File: config.mk
export PLATFORM = sky130hd
export DESIGN_NAME = i2s_rx_flat
export DESIGN_NICKNAME = d
export VERILOG_FILES = /design/src/rtl/i2s_rx_if.sv /design/src/rtl/i2s_rx.sv /design/src/flat_wrapper.sv
export SDC_FILE = /design/constraint.sdc
export NUM_CORES = 1
export LEC_CHECK = 0
export ABC_AREA = 1
export BUFFER_PORTS_ARGS = -buffer_cell sky130_fd_sc_hd__buf_4
export CAP_MARGIN = 10
export CORE_MARGIN = 8
export CORE_UTILIZATION = 45
export CTS_CLUSTER_DIAMETER = 80
export CTS_CLUSTER_SIZE = 12
export DETAILED_ROUTE_END_ITERATION = 8
export PLACE_DENSITY = 0.68
export SLEW_MARGIN = 20
export SYNTH_ARGS = -nofsm -noshare
export SYNTH_HDL_FRONTEND = slang
export SYNTH_SLANG_ARGS = --single-unit
File: constraint.sdc
create_clock -name MCLK -period 5.5 [get_ports MCLK]
set_input_delay 0.825 -clock MCLK [delete_from_list [all_inputs] [get_ports MCLK]]
set_output_delay 0.825 -clock MCLK [all_outputs]
set_load 0.005 [all_outputs]
File: src/rtl/i2s_rx_if.sv
// i2s_rx_if: sample-side bus between the I2S receiver and the audio core.
//   LEFT / RIGHT  : last complete stereo pair (receiver -> core)
//   SAMPLE_VALID  : pair is new and not yet accepted (receiver -> core)
//   SAMPLE_ACK    : core accepts the pair held on LEFT/RIGHT (core -> receiver)
//   OVERRUN       : sticky, a pair was dropped while SAMPLE_VALID was high
//   FRAME_ERR     : one-MCLK pulse, a slot ended short and was discarded
// modport master is used by the receiver, modport slave by the consumer.
interface i2s_rx_if #(
    parameter int DATA_WIDTH = 24
);
    logic [DATA_WIDTH-1:0] LEFT;
    logic [DATA_WIDTH-1:0] RIGHT;
    logic                  SAMPLE_VALID;
    logic                  SAMPLE_ACK;
    logic                  OVERRUN;
    logic                  FRAME_ERR;

    modport master (
        output LEFT, RIGHT, SAMPLE_VALID, OVERRUN, FRAME_ERR,
        input  SAMPLE_ACK
    );

    modport slave (
        input  LEFT, RIGHT, SAMPLE_VALID, OVERRUN, FRAME_ERR,
        output SAMPLE_ACK
    );
endinterface

File: src/rtl/i2s_rx.sv
// i2s_rx: I2S receiver for the codec ADC path.
// Oversamples SCLK/LRCLK/DOUT on MCLK (no derived clocks), deserialises 24-bit
// left/right words MSB first with the standard one-bit I2S delay, and presents
// each stereo pair on a valid/ack bus with overrun and framing-error flags.
// Ports:
//   MCLK   in  master clock
//   RESET  in  synchronous, active-high
//   SCLK   in  bit clock (MCLK/4), sampled as data
//   LRCLK  in  word select, 0 = left slot, 1 = right slot
//   DOUT   in  serial data from the codec ADC
//   smp    i2s_rx_if.master: LEFT, RIGHT, SAMPLE_VALID, SAMPLE_ACK, OVERRUN, FRAME_ERR
module i2s_rx #(
    parameter int          DATA_WIDTH  = 24,
    parameter int unsigned SYNC_STAGES = 2,
    parameter int          CNT_WIDTH   = 6
) (
    input  logic     MCLK,
    input  logic     RESET,
    input  logic     SCLK,
    input  logic     LRCLK,
    input  logic     DOUT,
    i2s_rx_if.master smp
);
    localparam logic [CNT_WIDTH-1:0] FULL  = CNT_WIDTH'(DATA_WIDTH + 1);
    localparam logic [CNT_WIDTH-1:0] FIRST = CNT_WIDTH'(2);
    localparam logic [CNT_WIDTH-1:0] ONE   = CNT_WIDTH'(1);

    typedef enum logic [1:0] {
        ST_WAIT,
        ST_LEFT,
        ST_RIGHT
    } state_t;

    // One shared synchroniser keeps the three lines in their relative order.
    logic [2:0] sync_q [SYNC_STAGES];
    logic       sclk_s, lr_s, dout_s;
    logic       sclk_d, lr_d;
    logic       rise, lr_edge;

    logic [CNT_WIDTH-1:0]  r_q, r_next;
    logic [DATA_WIDTH-1:0] shift_q, left_lat_q, word_now;
    logic [DATA_WIDTH-1:0] left_q, right_q;
    logic                  valid_q, overrun_q, ferr_q;

    state_t state_q, state_d;
    logic   ferr_set, latch_left, complete;

    always_ff @(posedge MCLK) begin
        if (RESET) begin
            for (int unsigned i = 0; i < SYNC_STAGES; i++) sync_q[i] <= '0;
            sclk_d <= 1'b0;
            lr_d   <= 1'b0;
        end else begin
            sync_q[0] <= {SCLK, LRCLK, DOUT};
            for (int unsigned i = 1; i < SYNC_STAGES; i++) sync_q[i] <= sync_q[i-1];
            sclk_d <= sclk_s;
            lr_d   <= lr_s;
        end
    end

    assign sclk_s  = sync_q[SYNC_STAGES-1][2];
    assign lr_s    = sync_q[SYNC_STAGES-1][1];
    assign dout_s  = sync_q[SYNC_STAGES-1][0];
    assign rise    = sclk_s & ~sclk_d;
    assign lr_edge = lr_s ^ lr_d;

    // A rise coinciding with an LR edge is the first rise of the new slot.
    always_comb begin
        r_next = r_q;
        if (lr_edge) begin
            r_next = rise ? ONE : '0;
        end else if (rise && (r_q != '1)) begin
            r_next = r_q + ONE;
        end
    end

    assign word_now = {shift_q[DATA_WIDTH-2:0], dout_s};

    always_ff @(posedge MCLK) begin
        if (RESET) begin
            r_q     <= '0;
            shift_q <= '0;
        end else begin
            r_q <= r_next;
            // Rise 1 carries the previous word's LSB; rises past the word are padding.
            if (rise && !lr_edge && (r_next >= FIRST) && (r_next <= FULL)) begin
                shift_q <= word_now;
            end
        end
    end

    always_ff @(posedge MCLK) begin
        if (RESET) state_q <= ST_WAIT;
        else       state_q <= state_d;
    end

    always_comb begin
        state_d    = state_q;
        ferr_set   = 1'b0;
        latch_left = 1'b0;
        complete   = 1'b0;
        case (state_q)
            ST_WAIT: begin
                // Only a right->left transition starts a frame; a partial frame is skipped.
                if (lr_edge && !lr_s) state_d = ST_LEFT;
            end
            ST_LEFT: begin
                if (lr_edge) begin
                    if (r_q >= FULL) begin
                        latch_left = 1'b1;
                        state_d    = ST_RIGHT;
                    end else begin
                        ferr_set = 1'b1;
                        state_d  = ST_WAIT;
                    end
                end
            end
            ST_RIGHT: begin
                if (lr_edge) begin
                    if (r_q >= FULL) begin
                        state_d = ST_LEFT;
                    end else begin
                        ferr_set = 1'b1;
                        state_d  = ST_WAIT;
                    end
                end else if (rise && (r_next == FULL)) begin
                    complete = 1'b1;
                end
            end
            default: state_d = ST_WAIT;
        endcase
    end

    always_ff @(posedge MCLK) begin
        if (RESET) begin
            left_lat_q <= '0;
            left_q     <= '0;
            right_q    <= '0;
            valid_q    <= 1'b0;
            overrun_q  <= 1'b0;
            ferr_q     <= 1'b0;
        end else begin
            ferr_q <= ferr_set;
            if (latch_left) left_lat_q <= shift_q;
            // A completing pair takes priority over the ack-driven clear of VALID.
            if (complete) begin
                if (!valid_q || smp.SAMPLE_ACK) begin
                    left_q  <= left_lat_q;
                    right_q <= word_now;
                    valid_q <= 1'b1;
                end else begin
                    overrun_q <= 1'b1;
                end
            end else if (smp.SAMPLE_ACK) begin
                valid_q <= 1'b0;
            end
        end
    end

    assign smp.LEFT         = left_q;
    assign smp.RIGHT        = right_q;
    assign smp.SAMPLE_VALID = valid_q;
    assign smp.OVERRUN      = overrun_q;
    assign smp.FRAME_ERR    = ferr_q;
endmodule

File: src/flat_wrapper.sv
// flat-port wrapper written by rule: the top's interface ports become plain ports
module i2s_rx_flat 
#(
    parameter int          DATA_WIDTH  = 24,
    parameter int unsigned SYNC_STAGES = 2,
    parameter int          CNT_WIDTH   = 6
)
  (MCLK, RESET, SCLK, LRCLK, DOUT, smp_LEFT, smp_RIGHT, smp_SAMPLE_VALID, smp_OVERRUN, smp_FRAME_ERR, smp_SAMPLE_ACK);
  i2s_rx_if #(.DATA_WIDTH(DATA_WIDTH)) smp_i ();
  input  logic MCLK;
  input  logic RESET;
  input  logic SCLK;
  input  logic LRCLK;
  input  logic DOUT;
  output wire logic [$bits(smp_i.LEFT)-1:0] smp_LEFT;
  output wire logic [$bits(smp_i.RIGHT)-1:0] smp_RIGHT;
  output wire logic [$bits(smp_i.SAMPLE_VALID)-1:0] smp_SAMPLE_VALID;
  output wire logic [$bits(smp_i.OVERRUN)-1:0] smp_OVERRUN;
  output wire logic [$bits(smp_i.FRAME_ERR)-1:0] smp_FRAME_ERR;
  input wire logic [$bits(smp_i.SAMPLE_ACK)-1:0] smp_SAMPLE_ACK;
  assign smp_LEFT = smp_i.LEFT;
  assign smp_RIGHT = smp_i.RIGHT;
  assign smp_SAMPLE_VALID = smp_i.SAMPLE_VALID;
  assign smp_OVERRUN = smp_i.OVERRUN;
  assign smp_FRAME_ERR = smp_i.FRAME_ERR;
  assign smp_i.SAMPLE_ACK = smp_SAMPLE_ACK;
  i2s_rx #(.DATA_WIDTH(DATA_WIDTH), .SYNC_STAGES(SYNC_STAGES), .CNT_WIDTH(CNT_WIDTH)) u_core (.MCLK(MCLK), .RESET(RESET), .SCLK(SCLK), .LRCLK(LRCLK), .DOUT(DOUT), .smp(smp_i));
endmodule
==> impl_results.md <==
- Status: finished clean
- Syn avg cell area: approximately 6.8 um^2
- Wire per inst: approximately 12 um
- Initial antenna violation count: 0
- Top cells by area, synth: dfxtp_1 (47%), nor2_1 (13%), nand2_1 (12%)
- First-pass GRT wire length: 18,000 um
- Overflow after GRT: 0
- Worst VDD drop: around 190 uV
- Ports: 57
- Clk sinks: between 100 and 150
- Max_slew headroom: 31.6%
- Worst setup EP type: flip-flop
- Post-synth EDFFs: 0
- Unrepaired setup endpoints after global routing: no
- Post-CTS setup buffer count: 0
- Core area: between 10,000 and 15,000 um^2
- Clock root buffer: clkbuf_8
- Chip width: ~120 um
- Remaining antenna violation count: 0
- Clock latency at the later pin of the worst-skew pair: approximately 0.51 ns
- Commonest cells in the netlist: nor2_1 (168), nand2_1 (152), inv_1 (125), dfxtp_1 (115), nand3_1 (40)
- Sequential area share after synthesis: a little under half
- Period Utilization, post-route: 53.2%
- Tmin final: between 2 and 3 ns
- Final hold viol count: 0
- #FFs+latches synth: approximately 120
- Top fanout value on the critical path: 96
- Hold-fix buffers at CTS: 0
- Drt pass-1 iters: 4
- Full die area: between 10,000 and 15,000 um^2
- WS Path Type: flip-flop to flip-flop
- CTS Buf Count: 17
- Final slew viol count: 0
- IO Port Bufs: 56
- Pre-CTS setup slack: roughly 2.6 ns
- Clock Path Buffers: 2
- Most frequent cell after synthesis: nor2_1
- Vias/cell: roughly 4.6
- Yosys cell types: 26
- Worst-margin pin slew: between 1 and 1.5 ns
- Share of post-route cells with drive strength above 1: between 10% and 20%
- Leakage power total: 2.97 nW
- WP data required: slightly below 6 ns
- Die height: ~120 um
- GRT Resource Usage Total: around 15%
- Main flop type after synthesis: dfxtp_1
- Ys async rst share: 0%
- Nets: just under 800
- Startpoint Class: flip-flop
- CTS tree: done
- Largest net degree at the start of global routing: 97
- Worst Slack Setup Final: 2.58 ns
- Cell area after synthesis: around 4900 um^2
- Gate Count Post-Synth: ~720
- # diodes: 0
- Clock transition at the registers of the reported paths: around 0.060 ns
- Tot Pwr: approximately 2.1 mW
- Fmax: 0.342 GHz
- Vias in the first global route: approximately 4,000
- Non-Filler Instances: 920
- Synthesis-to-layout area growth: 21.5%
- Pwr/cell area: between 300 and 400 nW/um^2
- Warnings, synthesis: 0
- Yosys top cell by area: dfxtp_1
- DRC violations left: 0
- Setup TNS: 0 ns
- CP arrival: approximately 3.3 ns
- DR iter-0 viols: 324
- H-tree depth: 4
- Dpl cells: a little under 900
- Post-Syn Nets: about 740
- Total wire length: ~11,000 um
- Worst Hold Class: flip-flop to flip-flop
- Worst Skew: between 0.008 and 0.009 ns
- GPL Wtd Cong: between 0.8 and 0.9
- Post-cts resize count: 0
- DP Area: approximately 5400 um^2
- Starting Density: approximately 46%
- # rows: 38
- Setup violators final: 0
- Final Util: approximately 56%
- Via count: between 4,000 and 5,000
- Worst hold slack: around 0.4 ns
- Max-cap violations: 0
- Final instance area: 5970 um^2
- DP HPWL: 6900 um
- Synth top area share: 46.8%
[cell usage in the layout, fill, tap and decap left out, types with 4 or more instances in the layout]
| cell type | count |
|---|---|
| ha_1 | 8 |
| nand2_1 | 152 |
| clkinv_4 | 5 |
| dfxtp_1 | 115 |
| a21oi_1 | 29 |
| clkbuf_16 | 16 |
| o21ai_0 | 26 |
| nand3_1 | 40 |
| inv_1 | 125 |
| nor2_2 | 4 |
| buf_4 | 58 |
| nor2_1 | 168 |
| nand4_1 | 4 |
[layer usage]
metal	vias up	wire length [um]	GRT usage, %
met2	110	4600	23.1
met5	-	0	0
li1	2247	-	-
met4	0	133	6.56
met1	1847	5340	19.4
met3	12	712	4.52
[path summary, 6_finish.rpt]
check	from	endpoint	slack [ns]	depth (start not counted)
setup / recovery	u_core.r_q[0]	u_core.smp.RIGHT[4]	2.58	11
hold / removal	u_core.sync_q[0][2]	u_core.sync_q[0][5]	0.41	2
setup reg to reg	u_core.r_q[0]	u_core.smp.RIGHT[4]	2.58	11
hold reg to reg	u_core.sync_q[0][2]	u_core.sync_q[0][5]	0.41	2
[where the power goes]
| part | internal [mW] | switching [mW] | total (mW) |
|---|---|---|---|
| Sequential | 0.847 | 0.0127 | 0.860 |
| Clock | 0.720 | 0.401 | 1.12 |
| Combinational | 0.0311 | 0.0573 | 0.0883 |
| Total | 1.60 | 0.471 | 2.07 |
[registers in the layout, indices dropped and copies added, names as in the netlist]
signal	cells
u_core.left_lat_q	24
u_core.smp.FRAME_ERR	1
u_core.lr_d	1
u_core.sclk_d	1
u_core.r_q	6
u_core.smp.OVERRUN	1
u_core.smp.LEFT	24
u_core.smp.RIGHT	24
u_core.sync_q	6
u_core.shift_q	24
u_core.state_q	2
u_core.smp.SAMPLE_VALID	1
[cell families after synthesis]
group           count (synthesis)  synth area share, %
compound gates                 59                 6.21
xor+xnor                        1                0.178
fa+ha+maj                       8                 2.04
buf+inv                       162                 13.5
flops                         115                 46.8
simple gates                  379                 31.2
[worst max-delay path, stage by stage (launching register included)]
cell and delay, ns:
dfxtp_1 0.35, ha_1 0.24, nand3_1 0.09, nor2_1 0.06
nor2_1 0.22, nand3_1 0.12, nand2_1 0.10, nand3_1 0.11
nor2_2 0.23, nand3_4 0.76, nor2_1 0.41, nor2_1 0.08
[final cells by class]
cell class / count / area [um^2]
Clock buffer: 19 / 442
Timing Repair Buffer: 58 / 435
Fill cell: 1034 / 4780
Inverter: 128 / 480
Tap cell: 140 / 175
Multi-Input combinational cell: 447 / 1960
Sequential cell: 115 / 2300
Clock inverter: 13 / 173
(Power assumes the default switching activity.)
